$ cat config.mk
export PLATFORM = sky130hd
export DESIGN_NAME = gray_enc_arbiter
export DESIGN_NICKNAME = d
export VERILOG_FILES = /design/src/rtl/gray_enc_pkg.sv /design/src/rtl/enc_bin2gray.sv /design/src/rtl/gray_enc_arbiter.sv
export SDC_FILE = /design/constraint.sdc
export NUM_CORES = 1
export LEC_CHECK = 0
export BUFFER_PORTS_ARGS = -buffer_cell sky130_fd_sc_hd__clkbuf_2
export CORE_MARGIN = 5
export CORE_UTILIZATION = 29
export DETAILED_ROUTE_END_ITERATION = 12
export REMOVE_ABC_BUFFERS = 1
export SLEW_MARGIN = 20
export SYNTH_ARGS = -nofsm -noshare
export SYNTH_HDL_FRONTEND = slang
export SYNTH_HIERARCHICAL = 1
export SYNTH_SLANG_ARGS = --single-unit
$ cat constraint.sdc
create_clock -name clk -period 6.48 [get_ports clk]
set_input_delay 0.324 -clock clk [delete_from_list [all_inputs] [get_ports clk]]
set_output_delay 0.324 -clock clk [all_outputs]
set_load 0.02 [all_outputs]
$ cat src/rtl/gray_enc_pkg.sv
// Shared definitions for the Gray-encoder arbiter.
// Contents:
//   GRAY_W_DEF    - default binary/Gray word width
//   GRAY_NREQ_DEF - default number of requesters
//   bin2gray()    - reference binary-to-Gray conversion at the default width
package gray_enc_pkg;

  localparam int GRAY_W_DEF    = 10;
  localparam int GRAY_NREQ_DEF = 4;

  // The MSB passes straight through; every lower bit is the XOR of itself
  // with its upper neighbour.
  function automatic logic [GRAY_W_DEF-1:0] bin2gray(input logic [GRAY_W_DEF-1:0] bin);
    return bin ^ (bin >> 1);
  endfunction

endpackage

$ cat src/rtl/enc_bin2gray.sv
// Shared combinational binary-to-Gray encoder.
// Ports:
//   bin  - binary input word
//   gray - Gray-coded output word
module enc_bin2gray
  import gray_enc_pkg::*;
#(
  parameter int WIDTH = GRAY_W_DEF
) (
  input  logic [WIDTH-1:0] bin,
  output logic [WIDTH-1:0] gray
);

  assign gray = bin ^ (bin >> 1);

endmodule

$ cat src/rtl/gray_enc_arbiter.sv
// Round-robin arbiter that time-shares one binary-to-Gray encoder between
// NREQ requesters and returns the registered result tagged with the id of
// the requester that produced it.
// Ports:
//   clk, rst  - clock and synchronous active-high reset
//   req_valid - per-requester request valid
//   req_bin   - requester i value in bits [i*WIDTH +: WIDTH]
//   req_ready - one-hot grant, combinational
//   rsp_valid - response register holds a result
//   rsp_ready - consumer accepts the response
//   rsp_gray  - Gray code of the accepted value
//   rsp_id    - index of the requester that produced rsp_gray
module gray_enc_arbiter
  import gray_enc_pkg::*;
#(
  parameter  int WIDTH = GRAY_W_DEF,
  parameter  int NREQ  = GRAY_NREQ_DEF,
  localparam int IDW   = $clog2(NREQ)
) (
  input  logic                  clk,
  input  logic                  rst,
  input  logic [NREQ-1:0]       req_valid,
  input  logic [NREQ*WIDTH-1:0] req_bin,
  output logic [NREQ-1:0]       req_ready,
  output logic                  rsp_valid,
  input  logic                  rsp_ready,
  output logic [WIDTH-1:0]      rsp_gray,
  output logic [IDW-1:0]        rsp_id
);

  logic             rsp_valid_q, rsp_valid_d;
  logic [WIDTH-1:0] rsp_gray_q,  rsp_gray_d;
  logic [IDW-1:0]   rsp_id_q,    rsp_id_d;
  logic [IDW-1:0]   last_grant_q, last_grant_d;

  logic             slot_free;
  logic             grant;
  logic             found;
  logic [NREQ-1:0]  rot_valid;
  logic [IDW-1:0]   gnt_idx;
  logic [WIDTH-1:0] sel_bin;
  logic [WIDTH-1:0] sel_gray;
  int               start;
  int               sum;

  // A held result blocks new grants unless it is being drained this cycle.
  assign slot_free = !rsp_valid_q || rsp_ready;

  // Round-robin pick: rotate so the requester after last_grant sits at bit 0,
  // take the lowest set bit, then map the offset back to a requester index.
  always_comb begin
    start = int'(last_grant_q) + 1;
    if (start >= NREQ) start = 0;
    rot_valid = '0;
    for (int k = 0; k < NREQ; k++) begin
      int idx;
      idx = start + k;
      if (idx >= NREQ) idx = idx - NREQ;
      rot_valid[k] = req_valid[idx];
    end
    found = 1'b0;
    sum   = start;
    for (int k = NREQ - 1; k >= 0; k--) begin
      if (rot_valid[k]) begin
        found = 1'b1;
        sum   = start + k;
      end
    end
    if (sum >= NREQ) sum = sum - NREQ;
    gnt_idx = IDW'(sum);
  end

  assign grant = found && slot_free && !rst;

  always_comb begin
    req_ready = '0;
    for (int i = 0; i < NREQ; i++) begin
      req_ready[i] = grant && (gnt_idx == IDW'(i));
    end
  end

  assign sel_bin = req_bin[int'(gnt_idx)*WIDTH +: WIDTH];

  enc_bin2gray #(
    .WIDTH(WIDTH)
  ) u_enc (
    .bin (sel_bin),
    .gray(sel_gray)
  );

  // A grant is always to a valid requester, so grant equals a transfer.
  // An accept overwrites a draining result in the same edge.
  always_comb begin
    rsp_valid_d  = rsp_valid_q;
    rsp_gray_d   = rsp_gray_q;
    rsp_id_d     = rsp_id_q;
    last_grant_d = last_grant_q;
    if (grant) begin
      rsp_valid_d  = 1'b1;
      rsp_gray_d   = sel_gray;
      rsp_id_d     = gnt_idx;
      last_grant_d = gnt_idx;
    end else if (rsp_ready) begin
      rsp_valid_d  = 1'b0;
    end
  end

  always_ff @(posedge clk) begin
    if (rst) begin
      rsp_valid_q  <= 1'b0;
      rsp_gray_q   <= '0;
      rsp_id_q     <= '0;
      last_grant_q <= IDW'(NREQ - 1);
    end else begin
      rsp_valid_q  <= rsp_valid_d;
      rsp_gray_q   <= rsp_gray_d;
      rsp_id_q     <= rsp_id_d;
      last_grant_q <= last_grant_d;
    end
  end

  assign rsp_valid = rsp_valid_q;
  assign rsp_gray  = rsp_gray_q;
  assign rsp_id    = rsp_id_q;

endmodule

### After elaboration in Yosys (flattened, before gate mapping)

Cells that the tools add are included.

* flip-flop bits (word level): 15
* latch bits: 0
* memory bits (writable): 0
* ROM bits: 0
* word-level logic and storage cells: 68
* memories: 0

* add/subtract/negate cells: 9
* multipliers: 1
* divide/modulo/power cells: 0
* magnitude comparators: 10
* equality and inequality tests: 3
* shift-type cells: 1
* mux-type cells: 28
* bitwise operators: 1
* reduce and logical (&&, ||, !) cells: 11

Operator list (count)
* 32-bit 2-to-1 mux: 8
* 32-bit by 4-bit >= comparator with 1-bit output, second input constant: 5
* 32-bit by 4-bit < comparator with 1-bit output, second input constant: 4
* 32-bit by 4-bit subtractor with 32-bit output, second input constant: 4
* 32-bit by 3-bit adder with 32-bit output, second input constant: 2
* 40-bit by 7-bit indexed part select with 10-bit output: 1
* 32-bit by 2-bit adder with 32-bit output, second input constant: 1
* 1-bit 2-to-1 mux: 14
* 10-bit by 9-bit bitwise XOR with 10-bit output: 1
* 1-bit binary-select mux with 2-bit select: 4
* 1-bit logical AND: 6
* 2-bit by 3-bit multiplier with 5-bit output, second input constant: 1
* 2-bit == test, second input constant: 2
* 2-bit by 1-bit adder with 3-bit output, second input constant: 1
* 3-bit >= comparator, second input constant: 1
* 3-bit 2-to-1 mux: 1
* 2-bit by 1-bit == test with 1-bit output, second input constant: 1
* 1-bit zero test: 2
* 2-bit zero test: 1
* 2-bit 2-to-1 mux: 1
* 2-bit nonzero test: 1
* 2-bit by 1-bit subtractor with 2-bit output, second input constant: 1
* 1-bit logical OR: 1

### Longest topological paths before layout

* word-level depth: 18
* depth in mapped cells: 15
* gate-level depth less buffers: 11

### By module

Netlist, hierarchy kept.

By module, submodules not included
* gray_enc_arbiter: instances 1, cells each 146, area each 1321.3 um^2, sequential area each 300.3 um^2
* enc_bin2gray: instances 1, cells each 10, area each 86.3 um^2, sequential area each 0.0 um^2

### Worst setup path after synthesis

Ideal clock, no wire load.

* kind: flip-flop to output port
* start point: register last_grant_q[0]
* end point: output req_ready[0]
* data arrival time: 2652 ps
* data required time: 6156 ps
* slack: 3504 ps
* stages on the path, launching flop included: 11
* cell sequence: dfxtp_1 -> buf_2 -> inv_1 -> ha_1 -> buf_2 -> or3b_2 -> a21oi_1 -> o311a_1 -> nor3_4 -> buf_6 -> nor3_1

* longest elaborated chain between the ends: 17
* elaborated cells between the ends (all ways): 45
* classes of those cells: add/sub: 9; order compare: 6; mux: 26; reduce/logical: 4

RTL lines
* start, declared: RTL line gray_enc_arbiter.sv:34 `logic [IDW-1:0] last_grant_q, last_grant_d;`
* start signal, assigned: RTL line gray_enc_arbiter.sv:113 `last_grant_q <= IDW'(NREQ - 1);`
* start signal, assigned: RTL line gray_enc_arbiter.sv:118 `last_grant_q <= last_grant_d;`
* 2-bit by 1-bit adder with 3-bit output (*): RTL line gray_enc_arbiter.sv:52 `start = int'(last_grant_q) + 1;`
* 3-bit >= comparator: RTL line gray_enc_arbiter.sv:53 `if (start >= NREQ) start = 0;`
* 3-bit 2-to-1 mux (*): RTL line gray_enc_arbiter.sv:53
* 32-bit by 3-bit adder with 32-bit output: RTL line gray_enc_arbiter.sv:57, gray_enc_arbiter.sv:66
* 32-bit by 4-bit subtractor with 32-bit output or 32-bit by 4-bit >= comparator with 1-bit output (tied branches): RTL line gray_enc_arbiter.sv:58 `if (idx >= NREQ) idx = idx - NREQ;`
* 32-bit 2-to-1 mux: RTL line gray_enc_arbiter.sv:58
* 1-bit binary-select mux with 2-bit select: RTL line gray_enc_arbiter.sv:59 `rot_valid[k] = req_valid[idx];`
* 1-bit 2-to-1 mux (not written as such) (2 in series): RTL line gray_enc_arbiter.sv:59
* 32-bit 2-to-1 mux (4 in series): RTL line gray_enc_arbiter.sv:64 `if (rot_valid[k]) begin`
* 32-bit by 4-bit >= comparator with 1-bit output or 2-bit by 1-bit subtractor with 2-bit output (tied branches): RTL line gray_enc_arbiter.sv:69 `if (sum >= NREQ) sum = sum - NREQ;`
* 2-bit 2-to-1 mux: RTL line gray_enc_arbiter.sv:69
* 2-bit zero test: RTL line gray_enc_arbiter.sv:78 `req_ready[i] = grant && (gnt_idx == IDW'(i));`
* 1-bit logical AND (*): RTL line gray_enc_arbiter.sv:78
* end, declared: RTL line gray_enc_arbiter.sv:24 `output logic [NREQ-1:0] req_ready,`

Mark *: on every way between the ends. The rest lies on a longest branch, timed or not. The select of a mux whose other input is x is not followed.

### Final worst setup path

* start point: register last_grant_q[0]
* end point: output req_ready[1]

* longest elaborated chain between the ends: 17
* elaborated cells between the ends (all ways): 45
* classes of those cells: add/sub: 9; order compare: 6; eq/ne: 1; mux: 26; reduce/logical: 3

RTL lines (RTL line)
* 2-bit by 1-bit adder with 3-bit output (*): gray_enc_arbiter.sv:52
* 3-bit >= comparator: gray_enc_arbiter.sv:53
* 3-bit 2-to-1 mux (*): gray_enc_arbiter.sv:53
* 32-bit by 3-bit adder with 32-bit output: gray_enc_arbiter.sv:57, gray_enc_arbiter.sv:66
* 32-bit by 4-bit subtractor with 32-bit output or 32-bit by 4-bit >= comparator with 1-bit output (tied branches): gray_enc_arbiter.sv:58
* 32-bit 2-to-1 mux: gray_enc_arbiter.sv:58
* 1-bit binary-select mux with 2-bit select: gray_enc_arbiter.sv:59
* 1-bit 2-to-1 mux (not written as such) (2 in series): gray_enc_arbiter.sv:59
* 32-bit 2-to-1 mux (4 in series): gray_enc_arbiter.sv:64
* 32-bit by 4-bit >= comparator with 1-bit output or 2-bit by 1-bit subtractor with 2-bit output (tied branches): gray_enc_arbiter.sv:69
* 2-bit 2-to-1 mux: gray_enc_arbiter.sv:69
* 2-bit by 1-bit == test with 1-bit output: gray_enc_arbiter.sv:78
* 1-bit logical AND (*): gray_enc_arbiter.sv:78

Marks and branches as above.

==> results_dict.tcl <==
set metrics [dict create \
    status "complete, no violations" \
    criticalPathCategory "flip-flop to output port" \
    period_needed_ps 3720 \
    r2r_cells 10 \
    wl_um 3320 \
    drive_gt1_share_pct 37.8 \
    syn_to_final_growth_pct 24.4 \
    cp-start-kind "flip-flop" \
    cts_setup_buffers 0 \
    post-route-drc-count 0 \
    rrSetupSlack_ps 2990 \
    clkLatencyLatePin_ps 240 \
    ir_drop_mv 0.206 \
    r2r-start "last_grant_q[0]" \
    drt_iter0_markers 32 \
    cts_tree "built" \
    vias 1252 \
    worstPathRequired_ps 6160 \
    max-slew-margin-rel_pct 43.9 \
    first_pass_iters 4 \
    gp_congestion 0.794 \
    ios 64 \
    skew_ps 3.24 \
    synth_edf_count 0 \
    ys_warn_count 6 \
    diodes 0 \
    grt_pass1_wl_um 5620 \
    crit_chain "inv_1 -> ha_1 -> nor2b_1 -> a22o_1 -> o311a_1 -> nor3_4 -> and3_1 -> clkbuf_2" \
    fin_ws_ps 2760 \
    cts_buffers 3 \
    synth_top_area_share_pct 29.9 \
    ant_nets 0 \
    wl_per_cell_um 12.0 \
    drv_slew 0 \
    hold_viol 0 \
    maxCapViolCount 0 \
    p_per_area_nw_per_um2 600 \
    ys.flop_type "dfxtp_1" \
    num-nets-final 259 \
    synth-async-reset-ratio_pct 0 \
    grt_pass1_vias 1219 \
    antenna_found_initial 0 \
    synth_cells 156 \
    hold_path_startpoint "rsp_ready" \
    clock_tree.buffer_depth 2 \
    cts_hold_buffers 0 \
    fin_crit_sh_pct 57.3 \
    initial_core_util_pct 29.8 \
    pre_cts_slack_ps 2970 \
    die_area_um2 6350 \
    yosys.cell_count.top_type "mux2i_1" \
    critPathArrivalTime_ps 3390 \
    synth_top_area_cell "mux2i_1" \
    place_inst 272 \
    max_freq_mhz 269 \
    worst_slew_pin_slew_ps 839 \
    holdPathStages 4 \
    p_leak_nw 0.871 \
    ys_seq_area_share_pct 21.3 \
    synthesis.area_um2 1410 \
    setup_viol 0 \
    dp_hpwl_um 2630 \
    crit_slowest_cell "nor3_4" \
    critical_path.max_fanout 16 \
    ys_types 47 \
    rsz0062_at_grt "false" \
    gr-total-overflow 0 \
    cts_root_buffer "clkbuf_8" \
    synthTopCellsByArea "mux2i_1 30%, dfxtp_1 21%, xor2_1 6.2%" \
    end_kind "output port" \
    core-area_um2 4720 \
    ys_seq_elements 15 \
    io_buffers 63 \
    syn_avg_cell_area_um2 9.02 \
    finalNonFillerCells 276 \
    grt_usage_pct 10.9 \
    h-tree-depth 1 \
    path_clk_slew_ps 60 \
    fin_tns_setup_ps 0 \
    postCtsResizedCells 0 \
    rows 25 \
    hold_path_class "input port to flip-flop" \
    reg2reg_to "rsp_gray[7]" \
    via_per_inst 4.54 \
    chipWidth_um 79.7 \
    hold_end "rsp_valid" \
    ys_top_cells_by_count "42 x mux2i_1, 16 x nor2_1, 15 x dfxtp_1, 10 x xor2_1, 7 x inv_1" \
    slowest_delay_ps 700 \
    clock_sinks 15 \
    grt_max_degree 25 \
    dieHeight_um 79.7 \
]
-- power breakdown --
| part | total (mW) | switching, mW | internal, mW |
|---|---|---|---|
| Sequential | 0.159 | 0.0283 | 0.131 |
| Clock | 0.0743 | 0.0318 | 0.0425 |
| Combinational | 0.817 | 0.448 | 0.369 |
| Total | 1.05 | 0.508 | 0.543 |
-- area by class of cell --
type	count	area, um2
clock buffer	3	41.3
clock inverter	1	5.00
fill	491	2970
inverter	7	26.3
multi-input combinational	119	971
sequential	15	300
tap	67	83.8
timing repair buffer	64	323
-- worst max-delay path by stage --
stage / slack, ps / to / startpoint
global placement: 3070 / rsp_gray[1] / last_grant_q[0]
detailed placement: 2970 / rsp_gray[6] / last_grant_q[0]
finish: 2760 / req_ready[1] / last_grant_q[0]
floorplan: 3350 / rsp_gray[4] / last_grant_q[0]
CTS: 2740 / req_ready[1] / last_grant_q[0]
global route: 2540 / req_ready[1] / last_grant_q[0]
-- worst max-delay path, delay by kind of cell (launching register included) --
family                     cells  cell delay [ps]
AOI/OAI and AO/OA              2              590
adders and majority gates      1              460
and+or+nand+nor                3             1190
buffers and inverters          2              330
DFF                            1              560
-- state kept, by name (all words and copies together) (netlist names) --
register and flops:
last_grant_q 2, rsp_gray 10, rsp_id 2, rsp_valid 1
-- metrics by stage --
stage                     area (um2)  hold WS, ps  util (%)  power, mW
after floorplan                 1300          393         -      0.826
after global placement          1700          469      36.1      0.980
after detailed placement        1700          482      36.1      0.991
after CTS                       1750          408      37.1       1.07
after global routing            1750          443      37.1       1.16
final                           1750          410      37.1       1.05
-- layout by cell type, fill, tap and decap left out, types with 2 or more instances in the layout --
master | netlist | routed
a21oi_1 | 5 | 5
a31oi_1 | 2 | 2
and3_1 | 3 | 3
clkbuf_2 | 1 | 63
clkbuf_8 | 0 | 3
dfxtp_1 | 15 | 15
ha_1 | 2 | 2
inv_1 | 7 | 7
mux2i_1 | 42 | 42
nand2_1 | 2 | 2
nor2_1 | 16 | 16
nor3_1 | 2 | 2
nor3b_1 | 2 | 2
o21ai_0 | 4 | 4
o311a_1 | 2 | 2
or3b_1 | 2 | 2
xor2_1 | 10 | 10
-- per-layer routing --
metal / GRT usage (%) / share of wire, % / up-vias
met5: 0 / 0 / -
met4: 2.58 / 0.69 / 0
met3: 2.60 / 5.6 / 2
met2: 18.5 / 50 / 33
met1: 13.7 / 44 / 556
li1: - / - / 661
-- cells by family (layout without fill, tap and decap cells) --
group | count (synthesis) | after routing | share of synthesized area [%]
buffers and inverters | 22 | 75 | 9.69
adders and majority gates | 2 | 2 | 1.78
xor gates and xnor gates | 10 | 10 | 6.22
AOI/OAI and AO/OA | 27 | 27 | 15.4
muxes | 43 | 43 | 30.7
and+or+nand+nor | 37 | 37 | 14.9
DFF | 15 | 15 | 21.3
No activity file was read; power rests on OpenSTA's default activity.
